[src/rtl/cache_miss_controller_if.sv]
`default_nettype none
// ============================================================================
//  Module      : cache_miss_controller_if
//  Description : Main-memory req/ack bus between the data-cache miss
//                controller (master) and the memory system (slave).
//  Revision    : 1.0  initial release
// ============================================================================
interface cache_miss_controller_if #(
   parameter int ADDR_WIDTH = 32,
   parameter int DATA_WIDTH = 32
);
   logic                  mem_req_o;
   logic                  mem_we_o;
   logic [ADDR_WIDTH-1:0] mem_addr_o;
   logic [DATA_WIDTH-1:0] mem_wdata_o;
   logic                  mem_ack_i;
   logic [DATA_WIDTH-1:0] mem_rdata_i;

   // Controller side: issues requests, receives completion and read data.
   modport master (
      output mem_req_o,
      output mem_we_o,
      output mem_addr_o,
      output mem_wdata_o,
      input  mem_ack_i,
      input  mem_rdata_i
   );

   // Memory side: observes requests, returns completion and read data.
   modport slave (
      input  mem_req_o,
      input  mem_we_o,
      input  mem_addr_o,
      input  mem_wdata_o,
      output mem_ack_i,
      output mem_rdata_i
   );
endinterface
`default_nettype wire

[src/rtl/cache_miss_controller.sv]
`default_nettype none
// ============================================================================
//  Module      : cache_miss_controller
//  Description : Sequencer for a write-through, no-write-allocate data cache.
//                Serves load hits without stalling, refills on load misses,
//                writes every store through to memory and updates the cache
//                only on store hits. Counts load hits and load misses.
//  Revision    : 1.0  initial release
// ============================================================================
module cache_miss_controller #(
   parameter int ADDR_WIDTH = 32,
   parameter int DATA_WIDTH = 32,
   parameter int CNT_WIDTH  = 16
) (
   input  logic                  clk,
   input  logic                  rst_n,
   // CPU side
   input  logic                  cpu_req_i,
   input  logic                  cpu_we_i,
   input  logic [ADDR_WIDTH-1:0] cpu_addr_i,
   input  logic [DATA_WIDTH-1:0] cpu_wdata_i,
   output logic [DATA_WIDTH-1:0] cpu_rdata_o,
   output logic                  stall_o,
   // Cache lookup result and refill/update port
   input  logic                  cache_hit_i,
   input  logic [DATA_WIDTH-1:0] cache_rdata_i,
   output logic                  fill_en_o,
   output logic [ADDR_WIDTH-1:0] fill_addr_o,
   output logic [DATA_WIDTH-1:0] fill_data_o,
   // Main-memory bus
   cache_miss_controller_if.master mem_if,
   // Statistics
   output logic [CNT_WIDTH-1:0]  hit_count_o,
   output logic [CNT_WIDTH-1:0]  miss_count_o
);

   typedef enum logic [2:0] {
      IDLE    = 3'd0,
      RD_MISS = 3'd1,
      FILL    = 3'd2,
      WR_MEM  = 3'd3,
      WR_DONE = 3'd4
   } state_t;

   state_t                state_q,    state_d;
   logic [ADDR_WIDTH-1:0] addr_q,     addr_d;
   logic [DATA_WIDTH-1:0] data_q,     data_d;
   logic                  hit_flag_q, hit_flag_d;
   logic [DATA_WIDTH-1:0] line_q,     line_d;
   logic [CNT_WIDTH-1:0]  hit_cnt_q,  hit_cnt_d;
   logic [CNT_WIDTH-1:0]  miss_cnt_q, miss_cnt_d;

   // Byte offset is irrelevant to a word-organised cache and memory.
   logic [ADDR_WIDTH-1:0] addr_aligned;
   logic [1:0]            addr_lsb_unused;
   assign addr_aligned    = {cpu_addr_i[ADDR_WIDTH-1:2], 2'b00};
   assign addr_lsb_unused = cpu_addr_i[1:0];

   assign hit_count_o  = hit_cnt_q;
   assign miss_count_o = miss_cnt_q;

   // State and latched transaction registers; reset abandons any access.
   always_ff @(posedge clk or negedge rst_n) begin
      if (!rst_n) begin
         state_q    <= IDLE;
         addr_q     <= '0;
         data_q     <= '0;
         hit_flag_q <= 1'b0;
         line_q     <= '0;
         hit_cnt_q  <= '0;
         miss_cnt_q <= '0;
      end else begin
         state_q    <= state_d;
         addr_q     <= addr_d;
         data_q     <= data_d;
         hit_flag_q <= hit_flag_d;
         line_q     <= line_d;
         hit_cnt_q  <= hit_cnt_d;
         miss_cnt_q <= miss_cnt_d;
      end
   end

   // Next-state and output decode; memory outputs depend on state_q only.
   always_comb begin
      state_d            = state_q;
      addr_d             = addr_q;
      data_d             = data_q;
      hit_flag_d         = hit_flag_q;
      line_d             = line_q;
      hit_cnt_d          = hit_cnt_q;
      miss_cnt_d         = miss_cnt_q;
      cpu_rdata_o        = '0;
      stall_o            = 1'b0;
      fill_en_o          = 1'b0;
      fill_addr_o        = '0;
      fill_data_o        = '0;
      mem_if.mem_req_o   = 1'b0;
      mem_if.mem_we_o    = 1'b0;
      mem_if.mem_addr_o  = '0;
      mem_if.mem_wdata_o = '0;

      unique case (state_q)
         IDLE: begin
            if (cpu_req_i) begin
               if (cpu_we_i) begin
                  // Every store goes to memory; remember whether the cache
                  // holds the word so it can be updated afterwards.
                  stall_o    = 1'b1;
                  addr_d     = addr_aligned;
                  data_d     = cpu_wdata_i;
                  hit_flag_d = cache_hit_i;
                  state_d    = WR_MEM;
               end else if (cache_hit_i) begin
                  cpu_rdata_o = cache_rdata_i;
                  hit_cnt_d   = hit_cnt_q + 1'b1;
               end else begin
                  stall_o    = 1'b1;
                  addr_d     = addr_aligned;
                  miss_cnt_d = miss_cnt_q + 1'b1;
                  state_d    = RD_MISS;
               end
            end
         end
         RD_MISS: begin
            stall_o           = 1'b1;
            mem_if.mem_req_o  = 1'b1;
            mem_if.mem_addr_o = addr_q;
            if (mem_if.mem_ack_i) begin
               line_d  = mem_if.mem_rdata_i;
               state_d = FILL;
            end
         end
         FILL: begin
            // The CPU request seen here is the one being completed.
            fill_en_o   = 1'b1;
            fill_addr_o = addr_q;
            fill_data_o = line_q;
            cpu_rdata_o = line_q;
            state_d     = IDLE;
         end
         WR_MEM: begin
            stall_o            = 1'b1;
            mem_if.mem_req_o   = 1'b1;
            mem_if.mem_we_o    = 1'b1;
            mem_if.mem_addr_o  = addr_q;
            mem_if.mem_wdata_o = data_q;
            if (mem_if.mem_ack_i) begin
               state_d = WR_DONE;
            end
         end
         WR_DONE: begin
            // No write-allocate: only a store hit touches the cache.
            if (hit_flag_q) begin
               fill_en_o   = 1'b1;
               fill_addr_o = addr_q;
               fill_data_o = data_q;
            end
            state_d = IDLE;
         end
         default: begin
            state_d = IDLE;
         end
      endcase
   end

endmodule
`default_nettype wire

[src/flat_wrapper.sv]
// flat-port wrapper written by rule: the top's interface ports become plain ports
module cache_miss_controller_flat 
#(
   parameter int ADDR_WIDTH = 32,
   parameter int DATA_WIDTH = 32,
   parameter int CNT_WIDTH  = 16
)
  (clk, rst_n, cpu_req_i, cpu_we_i, cpu_addr_i, cpu_wdata_i, cpu_rdata_o, stall_o, cache_hit_i, cache_rdata_i, fill_en_o, fill_addr_o, fill_data_o, hit_count_o, miss_count_o, mem_if_mem_req_o, mem_if_mem_we_o, mem_if_mem_addr_o, mem_if_mem_wdata_o, mem_if_mem_ack_i, mem_if_mem_rdata_i);
  cache_miss_controller_if #(.ADDR_WIDTH(ADDR_WIDTH), .DATA_WIDTH(DATA_WIDTH)) mem_if_i ();
  input  logic clk;
  input  logic rst_n;
  input  logic cpu_req_i;
  input  logic cpu_we_i;
  input  logic [ADDR_WIDTH-1:0] cpu_addr_i;
  input  logic [DATA_WIDTH-1:0] cpu_wdata_i;
  output logic [DATA_WIDTH-1:0] cpu_rdata_o;
  output logic stall_o;
  input  logic cache_hit_i;
  input  logic [DATA_WIDTH-1:0] cache_rdata_i;
  output logic fill_en_o;
  output logic [ADDR_WIDTH-1:0] fill_addr_o;
  output logic [DATA_WIDTH-1:0] fill_data_o;
  output logic [CNT_WIDTH-1:0] hit_count_o;
  output logic [CNT_WIDTH-1:0] miss_count_o;
  output wire logic [$bits(mem_if_i.mem_req_o)-1:0] mem_if_mem_req_o;
  output wire logic [$bits(mem_if_i.mem_we_o)-1:0] mem_if_mem_we_o;
  output wire logic [$bits(mem_if_i.mem_addr_o)-1:0] mem_if_mem_addr_o;
  output wire logic [$bits(mem_if_i.mem_wdata_o)-1:0] mem_if_mem_wdata_o;
  input wire logic [$bits(mem_if_i.mem_ack_i)-1:0] mem_if_mem_ack_i;
  input wire logic [$bits(mem_if_i.mem_rdata_i)-1:0] mem_if_mem_rdata_i;
  assign mem_if_mem_req_o = mem_if_i.mem_req_o;
  assign mem_if_mem_we_o = mem_if_i.mem_we_o;
  assign mem_if_mem_addr_o = mem_if_i.mem_addr_o;
  assign mem_if_mem_wdata_o = mem_if_i.mem_wdata_o;
  assign mem_if_i.mem_ack_i = mem_if_mem_ack_i;
  assign mem_if_i.mem_rdata_i = mem_if_mem_rdata_i;
  cache_miss_controller #(.ADDR_WIDTH(ADDR_WIDTH), .DATA_WIDTH(DATA_WIDTH), .CNT_WIDTH(CNT_WIDTH)) u_core (.clk(clk), .rst_n(rst_n), .cpu_req_i(cpu_req_i), .cpu_we_i(cpu_we_i), .cpu_addr_i(cpu_addr_i), .cpu_wdata_i(cpu_wdata_i), .cpu_rdata_o(cpu_rdata_o), .stall_o(stall_o), .cache_hit_i(cache_hit_i), .cache_rdata_i(cache_rdata_i), .fill_en_o(fill_en_o), .fill_addr_o(fill_addr_o), .fill_data_o(fill_data_o), .mem_if(mem_if_i), .hit_count_o(hit_count_o), .miss_count_o(miss_count_o));
endmodule
[config.mk]
export PLATFORM = sky130hd
export DESIGN_NAME = cache_miss_controller_flat
export DESIGN_NICKNAME = d
export VERILOG_FILES = /design/src/rtl/cache_miss_controller_if.sv /design/src/rtl/cache_miss_controller.sv /design/src/flat_wrapper.sv
export SDC_FILE = /design/constraint.sdc
export NUM_CORES = 1
export LEC_CHECK = 0
export ABC_CLOCK_PERIOD_IN_PS = 2410
export BUFFER_PORTS_ARGS = -buffer_cell sky130_fd_sc_hd__buf_2
export CELL_PAD_IN_SITES_DETAIL_PLACEMENT = 0
export CELL_PAD_IN_SITES_GLOBAL_PLACEMENT = 1
export CORE_MARGIN = 2
export CORE_UTILIZATION = 31
export CTS_CLUSTER_SIZE = 16
export DETAILED_ROUTE_END_ITERATION = 10
export PLACE_DENSITY_LB_ADDON = 0.12
export SLEW_MARGIN = 40
export SYNTH_ARGS = -nofsm -noshare
export SYNTH_HDL_FRONTEND = slang
export SYNTH_SLANG_ARGS = --single-unit
export TNS_END_PERCENT = 30
[constraint.sdc]
create_clock -name clk -period 2.41 [get_ports clk]
set_clock_uncertainty 0.1 [all_clocks]
set_input_delay 0.482 -clock clk [delete_from_list [all_inputs] [get_ports clk]]
set_output_delay 0.482 -clock clk [all_outputs]
set_load 0.01 [all_outputs]
* After elaboration in Yosys (flattened, before gate mapping) *
Cells that the tools add are included.

storage, ports and cells
  register bits after elaboration = 132
  logic and storage cells = 54
  output and inout bits = 196

cells by class
  equal/unequal tests = 9
  mux-type cells = 26
  reduce and logical (&&, ||, !) cells = 8
  add/sub/neg operators = 2
  bitwise gates (word level) = 2

operator list
  cell                                                             count
  32-bit 2-to-1 mux                                                9
  32-bit one-hot mux with 2 select lines                           3
  16-bit by 1-bit adder with 16-bit output, second input constant  2
  3-bit 2-to-1 mux                                                 5
  4-bit AND reduction                                              3
  3-bit one-hot mux with 3 select lines                            1
  2-bit != test, second input constant                             4
  3-bit by 2-bit == test with 1-bit output, second input constant  2
  1-bit 2-to-1 mux                                                 6
  3-bit AND reduction                                              2
  1-bit one-hot mux with 2 select lines                            2
  3-bit by 1-bit == test with 1-bit output, second input constant  1
  3-bit == test, second input constant                             1
  3-bit logical NOT                                                1
  3-bit != test, second input constant                             1
  1-bit NOT                                                        2
  2-bit AND reduction                                              1
  2-bit OR reduction                                               1

* Logic depth before layout (Yosys ltp) *
  depth after elaboration = 4
  depth in mapped cells = 6
  depth with buffers taken out = 5

* Worst setup path before layout *
No wires, ideal clock.

  path type = register to output
  from = register u_core.state_q[0]
  to = output port cpu_rdata_o[10]
  path slack = -0.033 ns
  required time = 1.828 ns
  cell stages (with the launch flop) = 6
  buffers on the path = 2
  data arrival time = 1.861 ns
  cell sequence = dfrtp_1 -> or4b_1 -> buf_6 -> nor2_1 -> clkbuf_1 -> a22o_1

between the ends
  longest elaborated chain between the ends = 2
  elaborated cells between the ends (all ways) = 3
  classes of those cells = 1 x eq/ne; 1 x mux; 1 x reduce/logical

ends and longest elaborated chain
  what                                                                                  line                          source
  start, declared                                                                       cache_miss_controller.sv:45   state_t state_q, state_d;
  start signal, assigned                                                                cache_miss_controller.sv:73   state_q <= state_d;
  3-bit by 2-bit == test with 1-bit output / 3-bit logical NOT (equally long branches)  cache_miss_controller.sv:102  unique case (state_q)
  32-bit one-hot mux with 2 select lines *                                              cache_miss_controller.sv:102
  end, declared                                                                         flat_wrapper.sv:16            output logic [DATA_WIDTH-1:0] cpu_rdata_o;

Mark *: on every way between the ends. The rest lies on a longest branch, timed or not.

* Worst setup path in the final report *
  from = register u_core.state_q[2]
  to = output port cpu_rdata_o[3]

Same word-level chain as after synthesis.

==> impl_metrics.toml <==
[synthesis]
synth_ff_type = "dfrtp_1"
ys_seq_elements = 130
synth_area_mm2 = 0.00642
ys_seq_area_share_pct = 50.7
ys_async_sr_fraction_pct = 100
netlist_instances = 539
synth-edff-count = 0
ys_types = 37
synth_area_per_cell_um2 = 11.9
yosysWarnings = 0

[detailed_routing]
avgRoutedWirePerCell_um = 19.5
first_pass_iters = 4
wl_um = 23100
ant_nets = 0
drc = 0
drt_first_iter_violations = 216
viasPerCell = 4.84
vias = 5733

[clock_network]
clk_pin_slew_ns = 0.06
htreeDepth = 4
numCtsBuffers = 17
tritoncts = "done"
ctsLongestPathBuffers = 2
worstSkewPairLatency_ns = 0.41
cts.sinks = 130
root_buffer = "clkbuf_16"

[layout]
layout-drive-gt1-share_pct = 58.0
area_growth_pct = 54.6
final_nets = 1035
final_common_cell = "buf_2"
final_cell_mix = "301 x buf_2, 130 x dfrtp_1, 97 x mux2_2"

[power_and_ir_drop]
powerDensity_mw_per_mm2 = 1240
power.share.switching_pct = 35.6
pwr-share-comb_pct = 46.9
power.leakage_nw = 5.16
internal_power_w = 0.00789
pwr-share-clk_pct = 21.5
p_sw_w = 0.00436
ir_worst_vdd_mv = 0.571
seq_power_share_pct = 31.6

[setup_path]
cp.required_ns = 1.83
start_kind = "flop"
crit_arrival_ns = 2.04
crit_type = "flop to output pin"
path_max_fanout = 6
crit_path_end_kind = "output pin"

[grt]
grt_max_degree = 60
grt-ovfl-total = 0
grt_pass1_wl_um = 33900
grt_pass1_vias = 5941
grt_usage_pct = 20.1
antenna_found_initial = 4

[floorplan]
die_h_um = 148
io_pins = 330
die_x_um = 148
initial_utilization_pct = 31.6
fp.coreArea_mm2 = 0.0203
fp.dieArea_mm2 = 0.0219
rows = 52

[timing]
relSlewSlack_pct = 61.5
hold_viol_final = 0
rsz0062_at_grt = "true"
drv_slew = 0
hold_slack_ns = 0.198
tightest_slew_ns = 0.577
setup_viol = 82
max_freq_ghz = 0.382
fin_ws_ns = -0.208
min_period_ns = 2.62
min_period_over_period_pct = 109

[placement]
dpl.hpwl_um = 15200
dp_slack_ns = -0.0180
port_buffers = 323
gp_congestion = 0.776

[job]
maxCapViolations = 0

[min_path]
hp-class = "primary input to flop"

[outcome]
outcome = "finished, violations left"
violations = "negative setup slack"
kinds of logic after synthesis:
group	synth area share, %
adders and majority gates	0.390
muxes	17.0
AOI/OAI and AO/OA	9.03
xor gates and xnor gates	4.23
buffers and inverters	3.51
other	0.0584
DFF	50.7
and+or+nand+nor	15.1
power by group through the flow:
stage	sequential, W	combinational (W)	clock [W]
floorplan	0.00364	0.00281	0
global placement	0.00382	0.00459	0
global route	0.00400	0.00615	0.00280
finish	0.00388	0.00574	0.00263
CTS	0.00385	0.00543	0.00271
detailed placement	0.00387	0.00463	0
sequential cells by signal, summed over array words and instances, names as in the netlist:
| name | count |
|---|---|
| u_core.state_q | 3 |
| u_core.miss_count_o | 16 |
| u_core.hit_flag_q | 1 |
| u_core.data_q | 32 |
| u_core.line_q | 32 |
| u_core.hit_count_o | 16 |
| u_core.addr_q | 30 |
timing repair:
| item | in CTS | in global routing |
|---|---|---|
| gates resized for setup | 47 | 26 |
| pin swaps | 15 | 3 |
| hold endpoints to repair | 56 | 0 |
| endpoints found under the setup margin | 157 | 160 |
| hold buffers | 1 | 0 |
| gates cloned | 9 | 6 |
| buffers inserted | 15 | 4 |
worst paths after layout:
check | startpoint | to | slack (ns) | depth (start not counted)
max in group asynchronous | rst_n | u_core.line_q[12] | 1.06 | 3
max reg2reg | u_core.state_q[2] | u_core.hit_count_o[8] | 0.05 | 6
max | u_core.state_q[2] | cpu_rdata_o[3] | -0.21 | 6
min | cpu_addr_i[19] | u_core.addr_q[19] | 0.20 | 2
min reg2reg | u_core.hit_count_o[15] | u_core.hit_count_o[15] | 0.37 | 1
min in group asynchronous | rst_n | u_core.hit_count_o[13] | 0.52 | 2
worst max-delay path: stages (launching register included):
cell	delay (ns)
dfrtp_1	0.39
or4b_4	0.57
nor2_4	0.12
buf_12	0.14
clkbuf_16	0.15
a22o_1	0.12
buf_2	0.12
Yosys cell counts, types with 2 or more instances:
cell / number / area share (%)
a22o_1: 64 / 8.7
and2_1: 30 / 2.9
and3_1: 36 / 3.5
and4_1: 2 / 0.27
buf_1: 11 / 0.64
buf_4: 4 / 0.47
buf_6: 2 / 0.35
clkbuf_1: 26 / 1.5
dfrtp_1: 130 / 51
ha_1: 2 / 0.39
inv_1: 9 / 0.53
mux2_2: 97 / 17
nand2_1: 10 / 0.59
nand2b_1: 2 / 0.19
nand3_1: 8 / 0.62
nand4_1: 6 / 0.59
nor2_1: 16 / 0.94
nor2b_1: 30 / 2.9
nor3_1: 4 / 0.31
nor3b_1: 2 / 0.23
or2_2: 2 / 0.19
or4b_1: 2 / 0.31
xnor2_1: 14 / 1.9
xor2_1: 17 / 2.3
through the flow:
stage	TNS, ns	total power, W	cells	cell area, um^2	util [%]
6_report	-8.79	0.0123	1184	9920	48.9
4_1_cts	-11.58	0.0120	1173	9660	47.6
3_5_place_dp	-0.0850	0.00851	1117	8520	42.0
3_3_place_gp	-0.0126	0.00841	1117	8520	42.0
2_1_floorplan	-0.981	0.00645	542	6430	-
5_1_grt	-16.73	0.0130	1182	9920	48.9
layout make-up:
| type | count | area [um^2] |
|---|---|---|
| fill | 1929 | 10400 |
| sequential | 130 | 3250 |
| multi-input combinational | 360 | 3020 |
| timing repair buffer | 381 | 2650 |
| clock buffer | 18 | 439 |
| tap | 270 | 338 |
| clock inverter | 13 | 163 |
| inverter | 9 | 53.8 |
| antenna | 3 | 7.51 |
per-layer routing:
| metal | global-route usage [%] | vias up | share of wire [%] |
|---|---|---|---|
| li1 | - | 2638 | - |
| met1 | 24.5 | 2858 | 40 |
| met2 | 34.9 | 206 | 51 |
| met3 | 5.77 | 27 | 6.7 |
| met4 | 5.38 | 4 | 1.7 |
| met5 | 0 | - | 0.10 |
Power figures use the tool's default switching activity.
